## src/rtl/decode_stage_hs.sv

```systemverilog
// rtl/decode_stage_hs.sv - RV32I decode stage with valid/ready handshake and optional skid entry
// Skid holds the raw instruction; decode runs on the way into the output register.
module decode_stage_hs #(
  parameter int XLEN     = 32,
  parameter int DEPTH    = 2,
  parameter int ENABLE_M = 0
) (
  input  logic            clk,
  input  logic            rstn,
  input  logic            flush,
  input  logic            in_valid,
  output logic            in_ready,
  input  logic [31:0]     in_instr,
  input  logic [XLEN-1:0] in_pc,
  output logic            out_valid,
  input  logic            out_ready,
  output logic [XLEN-1:0] out_pc,
  output logic [XLEN-1:0] out_imm,
  output logic [4:0]      out_rd,
  output logic [4:0]      out_rs1,
  output logic [4:0]      out_rs2,
  output logic [2:0]      out_funct3,
  output logic [6:0]      out_funct7,
  output logic [6:0]      out_opcode,
  output logic [10:0]     out_class,
  output logic            out_illegal
);

  localparam logic [10:0] C_LOAD   = 11'h001;
  localparam logic [10:0] C_FENCE  = 11'h002;
  localparam logic [10:0] C_ALUI   = 11'h004;
  localparam logic [10:0] C_AUIPC  = 11'h008;
  localparam logic [10:0] C_STORE  = 11'h010;
  localparam logic [10:0] C_ALUR   = 11'h020;
  localparam logic [10:0] C_LUI    = 11'h040;
  localparam logic [10:0] C_BRANCH = 11'h080;
  localparam logic [10:0] C_JALR   = 11'h100;
  localparam logic [10:0] C_JAL    = 11'h200;
  localparam logic [10:0] C_SYSTEM = 11'h400;

  logic            r_live;
  logic            r_out_valid;
  logic            r_skid_valid;
  logic [31:0]     r_skid_instr;
  logic [XLEN-1:0] r_skid_pc;
  logic [31:0]     r_instr;
  logic [XLEN-1:0] r_pc;
  logic [XLEN-1:0] r_imm;
  logic [10:0]     r_class;
  logic            r_illegal;

  logic            w_in_fire;
  logic [31:0]     w_src_instr;
  logic [XLEN-1:0] w_src_pc;
  logic [6:0]      w_op;
  logic [2:0]      w_f3;
  logic [6:0]      w_f7;
  logic [XLEN-1:0] w_imm_i;
  logic [XLEN-1:0] w_imm_s;
  logic [XLEN-1:0] w_imm_b;
  logic [XLEN-1:0] w_imm_u;
  logic [XLEN-1:0] w_imm_j;
  logic [10:0]     w_class;
  logic [XLEN-1:0] w_imm;
  logic            w_bad;
  logic            w_illegal;

  assign in_ready  = (DEPTH >= 2) ? (r_live & ~r_skid_valid)
                                  : (r_live & (~r_out_valid | out_ready));
  assign w_in_fire = in_valid & in_ready;

  // A full skid always drains first, so order is preserved.
  assign w_src_instr = r_skid_valid ? r_skid_instr : in_instr;
  assign w_src_pc    = r_skid_valid ? r_skid_pc    : in_pc;

  assign w_op = w_src_instr[6:0];
  assign w_f3 = w_src_instr[14:12];
  assign w_f7 = w_src_instr[31:25];

  assign w_imm_i = {{(XLEN-12){w_src_instr[31]}}, w_src_instr[31:20]};
  assign w_imm_s = {{(XLEN-12){w_src_instr[31]}}, w_src_instr[31:25], w_src_instr[11:7]};
  assign w_imm_b = {{(XLEN-12){w_src_instr[31]}}, w_src_instr[7], w_src_instr[30:25],
                    w_src_instr[11:8], 1'b0};
  assign w_imm_u = {{(XLEN-32){w_src_instr[31]}}, w_src_instr[31:12], 12'b0};
  assign w_imm_j = {{(XLEN-20){w_src_instr[31]}}, w_src_instr[19:12], w_src_instr[20],
                    w_src_instr[30:21], 1'b0};

  always_comb begin
    w_class = 11'd0;
    w_imm   = '0;
    w_bad   = 1'b0;
    if (w_op[1:0] == 2'b11) begin
      case (w_op[6:2])
        5'b00000: begin
          w_class = C_LOAD;
          w_imm   = w_imm_i;
          w_bad   = (w_f3 == 3'b011) || (w_f3 == 3'b110) || (w_f3 == 3'b111);
        end
        5'b00011: begin
          w_class = C_FENCE;
          w_imm   = w_imm_i;
        end
        5'b00100: begin
          w_class = C_ALUI;
          w_imm   = w_imm_i;
          w_bad   = ((w_f3 == 3'b001) && (w_f7 != 7'b0000000)) ||
                    ((w_f3 == 3'b101) && (w_f7 != 7'b0000000) && (w_f7 != 7'b0100000));
        end
        5'b00101: begin
          w_class = C_AUIPC;
          w_imm   = w_imm_u;
        end
        5'b01000: begin
          w_class = C_STORE;
          w_imm   = w_imm_s;
          w_bad   = (w_f3 >= 3'b011);
        end
        5'b01100: begin
          w_class = C_ALUR;
          w_bad   = !((w_f7 == 7'b0000000) ||
                      ((w_f7 == 7'b0100000) && ((w_f3 == 3'b000) || (w_f3 == 3'b101))) ||
                      ((w_f7 == 7'b0000001) && (ENABLE_M != 0)));
        end
        5'b01101: begin
          w_class = C_LUI;
          w_imm   = w_imm_u;
        end
        5'b11000: begin
          w_class = C_BRANCH;
          w_imm   = w_imm_b;
          w_bad   = (w_f3 == 3'b010) || (w_f3 == 3'b011);
        end
        5'b11001: begin
          w_class = C_JALR;
          w_imm   = w_imm_i;
          w_bad   = (w_f3 != 3'b000);
        end
        5'b11011: begin
          w_class = C_JAL;
          w_imm   = w_imm_j;
        end
        5'b11100: begin
          w_class = C_SYSTEM;
          w_imm   = w_imm_i;
        end
        default: begin
          w_class = 11'd0;
        end
      endcase
    end
  end

  assign w_illegal = w_bad | (w_class == 11'd0);

  always_ff @(posedge clk) begin
    if (!rstn) begin
      r_live       <= 1'b0;
      r_out_valid  <= 1'b0;
      r_skid_valid <= 1'b0;
      r_skid_instr <= '0;
      r_skid_pc    <= '0;
      r_instr      <= '0;
      r_pc         <= '0;
      r_imm        <= '0;
      r_class      <= '0;
      r_illegal    <= 1'b0;
    end else begin
      r_live <= 1'b1;
      if (flush) begin
        r_out_valid  <= 1'b0;
        r_skid_valid <= 1'b0;
      end else if (!r_out_valid || out_ready) begin
        if (r_skid_valid || w_in_fire) begin
          r_instr     <= w_src_instr;
          r_pc        <= w_src_pc;
          r_imm       <= w_imm;
          r_class     <= w_class;
          r_illegal   <= w_illegal;
          r_out_valid <= 1'b1;
        end else begin
          r_out_valid <= 1'b0;
        end
        r_skid_valid <= 1'b0;
      end else if (w_in_fire && (DEPTH >= 2)) begin
        r_skid_instr <= in_instr;
        r_skid_pc    <= in_pc;
        r_skid_valid <= 1'b1;
      end
    end
  end

  assign out_valid   = r_out_valid;
  assign out_pc      = r_pc;
  assign out_imm     = r_imm;
  assign out_rd      = r_instr[11:7];
  assign out_rs1     = r_instr[19:15];
  assign out_rs2     = r_instr[24:20];
  assign out_funct3  = r_instr[14:12];
  assign out_funct7  = r_instr[31:25];
  assign out_opcode  = r_instr[6:0];
  assign out_class   = r_class;
  assign out_illegal = r_illegal;

endmodule

```

## config.mk

```make
export PLATFORM = sky130hd
export DESIGN_NAME = decode_stage_hs
export DESIGN_NICKNAME = d
export VERILOG_FILES = /design/src/rtl/decode_stage_hs.sv
export SDC_FILE = /design/constraint.sdc
export NUM_CORES = 1
export LEC_CHECK = 0
export ABC_AREA = 1
export CORE_MARGIN = 1.5
export CORE_UTILIZATION = 60
export CTS_BUF_LIST = sky130_fd_sc_hd__clkbuf_16
export DETAILED_ROUTE_END_ITERATION = 6
export DONT_BUFFER_PORTS = 1
export GPL_TIMING_DRIVEN = 0
export MAX_ROUTING_LAYER = met4
export PLACE_DENSITY_LB_ADDON = 0.12
export SLEW_MARGIN = 25
export SYNTH_ARGS = -nofsm -noshare
export SYNTH_HDL_FRONTEND = slang
export SYNTH_SLANG_ARGS = --single-unit
export TNS_END_PERCENT = 100
```

## constraint.sdc

```tcl
create_clock -name clk -period 2.1 [get_ports clk]
set_input_delay 0.315 -clock clk [delete_from_list [all_inputs] [get_ports clk]]
set_output_delay 0.315 -clock clk [all_outputs]
set_load 0.05 [all_outputs]
```

==> flow_summary.json <==
{
  "critPathBufInv": 5,
  "cts_buffers": 17,
  "worstPathArrival_ps": 2320,
  "crit_fanout": 10,
  "cpMaxStageDelayCell": "dfxtp_1",
  "die_h_um": 116,
  "htree_levels": 4,
  "overflow": 0,
  "antenna_cells": 0,
  "whs_endpoint": "r_skid_instr[7]$_SDFFE_PN0P_",
  "worstMarginPinSlew_ps": 684,
  "post-route-period-util_pct": 97.1,
  "antenna_found_initial": 0,
  "relSlewSlack_pct": 54.4,
  "wl_um": 22000,
  "io_pins": 179,
  "die_w_um": 116,
  "reg2reg_slack_ps": 60,
  "required_ps": 2390,
  "routedWlPerCell_um": 17.1,
  "dp_hpwl_um": 15300,
  "power.net_switching_w": 0.00199,
  "worstHoldStart": "in_instr[7]",
  "postSynthCellCount": 1059,
  "peakVddDrop_v": 0.000538,
  "finalCriticalPeriod_ps": 2040,
  "rows": 41,
  "drive_above_1_share_pct": 16.6,
  "drt_iter0_markers": 457,
  "vias_per_cell": 5.61,
  "cts_tree": "done",
  "routabilityCongestion": 0.950,
  "core-area_um2": 12600,
  "rr_endpoint": "out_imm[27]$_SDFFE_PN0P_",
  "clock_latency_ps": 440,
  "cts_max_path_buffers": 2,
  "skew_ps": 9.63,
  "fin_cells": 1282,
  "dp.cells": 1231,
  "power_density_nw_per_um2": 848,
  "io_buffer_count": 0,
  "fin_ws_ps": 61.9,
  "root_buffer": "clkbuf_16",
  "reg2reg_from": "r_skid_valid$_SDFFE_PP0P_",
  "hold_depth": 2,
  "grt_pass1_wl_um": 33300,
  "p_leak_nw": 3.71,
  "grt_pass1_vias": 6702,
  "crit_path_max_incr_delay_ps": 310,
  "synth.distinct_cells": 37,
  "clockPowerShare_pct": 44.3,
  "finalHoldViolations": 0,
  "start_util_pct": 61.2,
  "hold_slack_ps": 13.5,
  "pre_cts_slack_ps": -419,
  "drc": 0,
  "grt_use_total_pct": 33.1,
  "grt_max_degree": 17,
  "ys_seq_elements": 175,
  "worstSetupPathType": "flip-flop to flip-flop",
  "fin_util_pct": 70.7,
  "synth_nets": 1128,
  "grt_setup_unrepaired": "yes",
  "status": "finished clean",
  "cts_sinks": 175,
  "p_total_w": 0.00754,
  "crit_chain": "buf_6 -> inv_6 -> buf_8 -> nand2_2 -> nand2_4 -> nor2_4 -> nand3_2 -> nand2_2 -> nor2_4 -> nand3_4 -> and2_4 -> buf_8 -> buf_12 -> nand2_2 -> a21oi_2",
  "setup_viol": 0,
  "critPathLaunchType": "flip-flop",
  "ant_nets": 0,
  "crit_path_end_kind": "flip-flop",
  "clkTransAtPathRegs_ps": 70,
  "crit_top_cell": "nand2_2",
  "die_area_um2": 13500,
  "power_frac_comb_pct": 6.8,
  "rr_worst_depth": 15,
  "clock.fmax_mhz": 491,
  "syn_to_final_growth_pct": 15.5,
  "internal-power_w": 0.00555,
  "ys_warn_count": 0,
  "maxCapViolCount": 0,
  "hold_class": "input pin to flip-flop",
  "critPathTopFamily": "simple AND/OR/NAND/NOR gates",
  "pwr-share-seq_pct": 48.9,
  "vias": 7190,
  "syn_area_per_cell_um2": 7.27,
  "syn_area_um2": 7700,
  "drt_pre_antenna_iters": 5,
  "p_sw_share_pct": 26.4,
  "nets": 1166,
  "slew_violations": 0,
  "synth-seq-area-share_pct": 45.5
}
[cell families (layout without fill, tap and decap cells)]
logic type,after synthesis,in the layout,synth area share [%]
AO/OA/AOI/OAI,234,234,17.2
multiplexers,2,2,0.260
flip-flops,175,175,45.5
AND/OR/NAND/NOR,535,535,30.2
buffers and inverters,113,164,6.73
[cell type report]
type                            instances  area, um2
Buffer                                 74        443
Clock buffer                           17        425
Clock inverter                         15        190
Fill cell                            1062       3680
Inverter                               39        154
Multi-Input combinational cell        771       3780
Sequential cell                       175       3500
Tap cell                              172        215
Timing Repair Buffer                   19        178
[power groups by stage]
stage | clock, W | sequential, W | combinational (W)
2_1_floorplan | 0 | 0.00375 | 0.000338
3_3_place_gp | 0 | 0.00376 | 0.000438
3_5_place_dp | 0 | 0.00377 | 0.000444
4_1_cts | 0.00336 | 0.00369 | 0.000456
5_1_grt | 0.00348 | 0.00370 | 0.000563
6_report | 0.00334 | 0.00369 | 0.000513
[state kept, by name (all words and copies together), names as in the netlist, 11 cells and up]
name / count
out_class: 11
r_skid_instr: 32
out_imm: 32
out_pc: 32
r_skid_pc: 32
r_instr: 32
[cells in the mapped netlist (all sizes together)]
master  count  area, um2
mux2i       2       20.0
nor2      152        627
a31oi      32        200
dfxtp     175       3500
a211oi     14        105
nor4        1       6.26
o21ai     116        581
and2        1       8.76
clkbuf     52        195
nand3b      1       7.51
buf        22        171
nor3        6       46.3
nand3      38        215
nand4      11       68.8
clkinv      1       3.75
o31ai       1       7.51
a21oi      71        434
or2         3       18.8
nand2     322       1330
inv        38        148
[worst register-to-register path, stage by stage (launching register included)]
cell	delay, ps
dfxtp_1	310
buf_6	140
inv_6	80
buf_8	120
nand2_2	60
nand2_4	120
nor2_4	60
nand3_2	70
nand2_2	60
nor2_4	210
nand3_4	120
and2_4	160
buf_8	140
buf_12	140
nand2_2	60
a21oi_2	50
[layer usage]
| layer | global-route usage, % | routed length [um] | vias to the layer above |
|---|---|---|---|
| met5 | - | 0 | - |
| met4 | 14.3 | 560 | 0 |
| met3 | 8.30 | 1930 | 41 |
| met2 | 53.2 | 10600 | 285 |
| met1 | 39.6 | 8890 | 3321 |
| li1 | - | - | 3543 |
[timing repair]
action,4_1_cts,5_1_grt
resized for setup,22,70
setup endpoints to repair,159,147
cloned,0,1
endpoints found under the hold margin,3,0
pin swaps,2,9
hold buffers,2,0
buffers inserted,1,15
[stage by stage]
step	TNS, ps	area, um2
finish	0	8890
global route	-176	8890
CTS	-12.1	8600
detailed placement	-31340	7910
global placement	-25100	7910
floorplan	0	7700
[cells in the final DEF (no fill, tap or decap), types with 10 or more instances in the layout]
cell and n:
nand2_1 282, dfxtp_1 174, nor2_1 140, o21ai_0 110
a21oi_1 50, nand3_1 34, clkbuf_1 32, a31oi_1 32
inv_1 30, nand2_2 30, a21oi_2 21, buf_4 19
clkbuf_16 18, clkbuf_2 16, a211oi_1 14, nand4_1 11
clkbuf_4 10, nand2_4 10
[how the worst max path moves through the flow]
stage          cells after the start                      start                             to  slack [ps]
2_1_floorplan                      9  r_skid_valid$_SDFFE_PP0P_     r_skid_pc[20]$_SDFFE_PN0P_          50
5_1_grt                           15  r_skid_valid$_SDFFE_PP0P_       out_imm[21]$_SDFFE_PN0P_         -20
4_1_cts                           11  r_skid_valid$_SDFFE_PP0P_       out_imm[20]$_SDFFE_PN0P_          -4
6_report                          15  r_skid_valid$_SDFFE_PP0P_       out_imm[27]$_SDFFE_PN0P_          60
3_5_place_dp                       9  r_skid_valid$_SDFFE_PP0P_  r_skid_instr[10]$_SDFFE_PN0P_        -420
3_3_place_gp                       9  r_skid_valid$_SDFFE_PP0P_     r_skid_pc[30]$_SDFFE_PN0P_        -340
No activity file was read; power rests on OpenSTA's default activity.
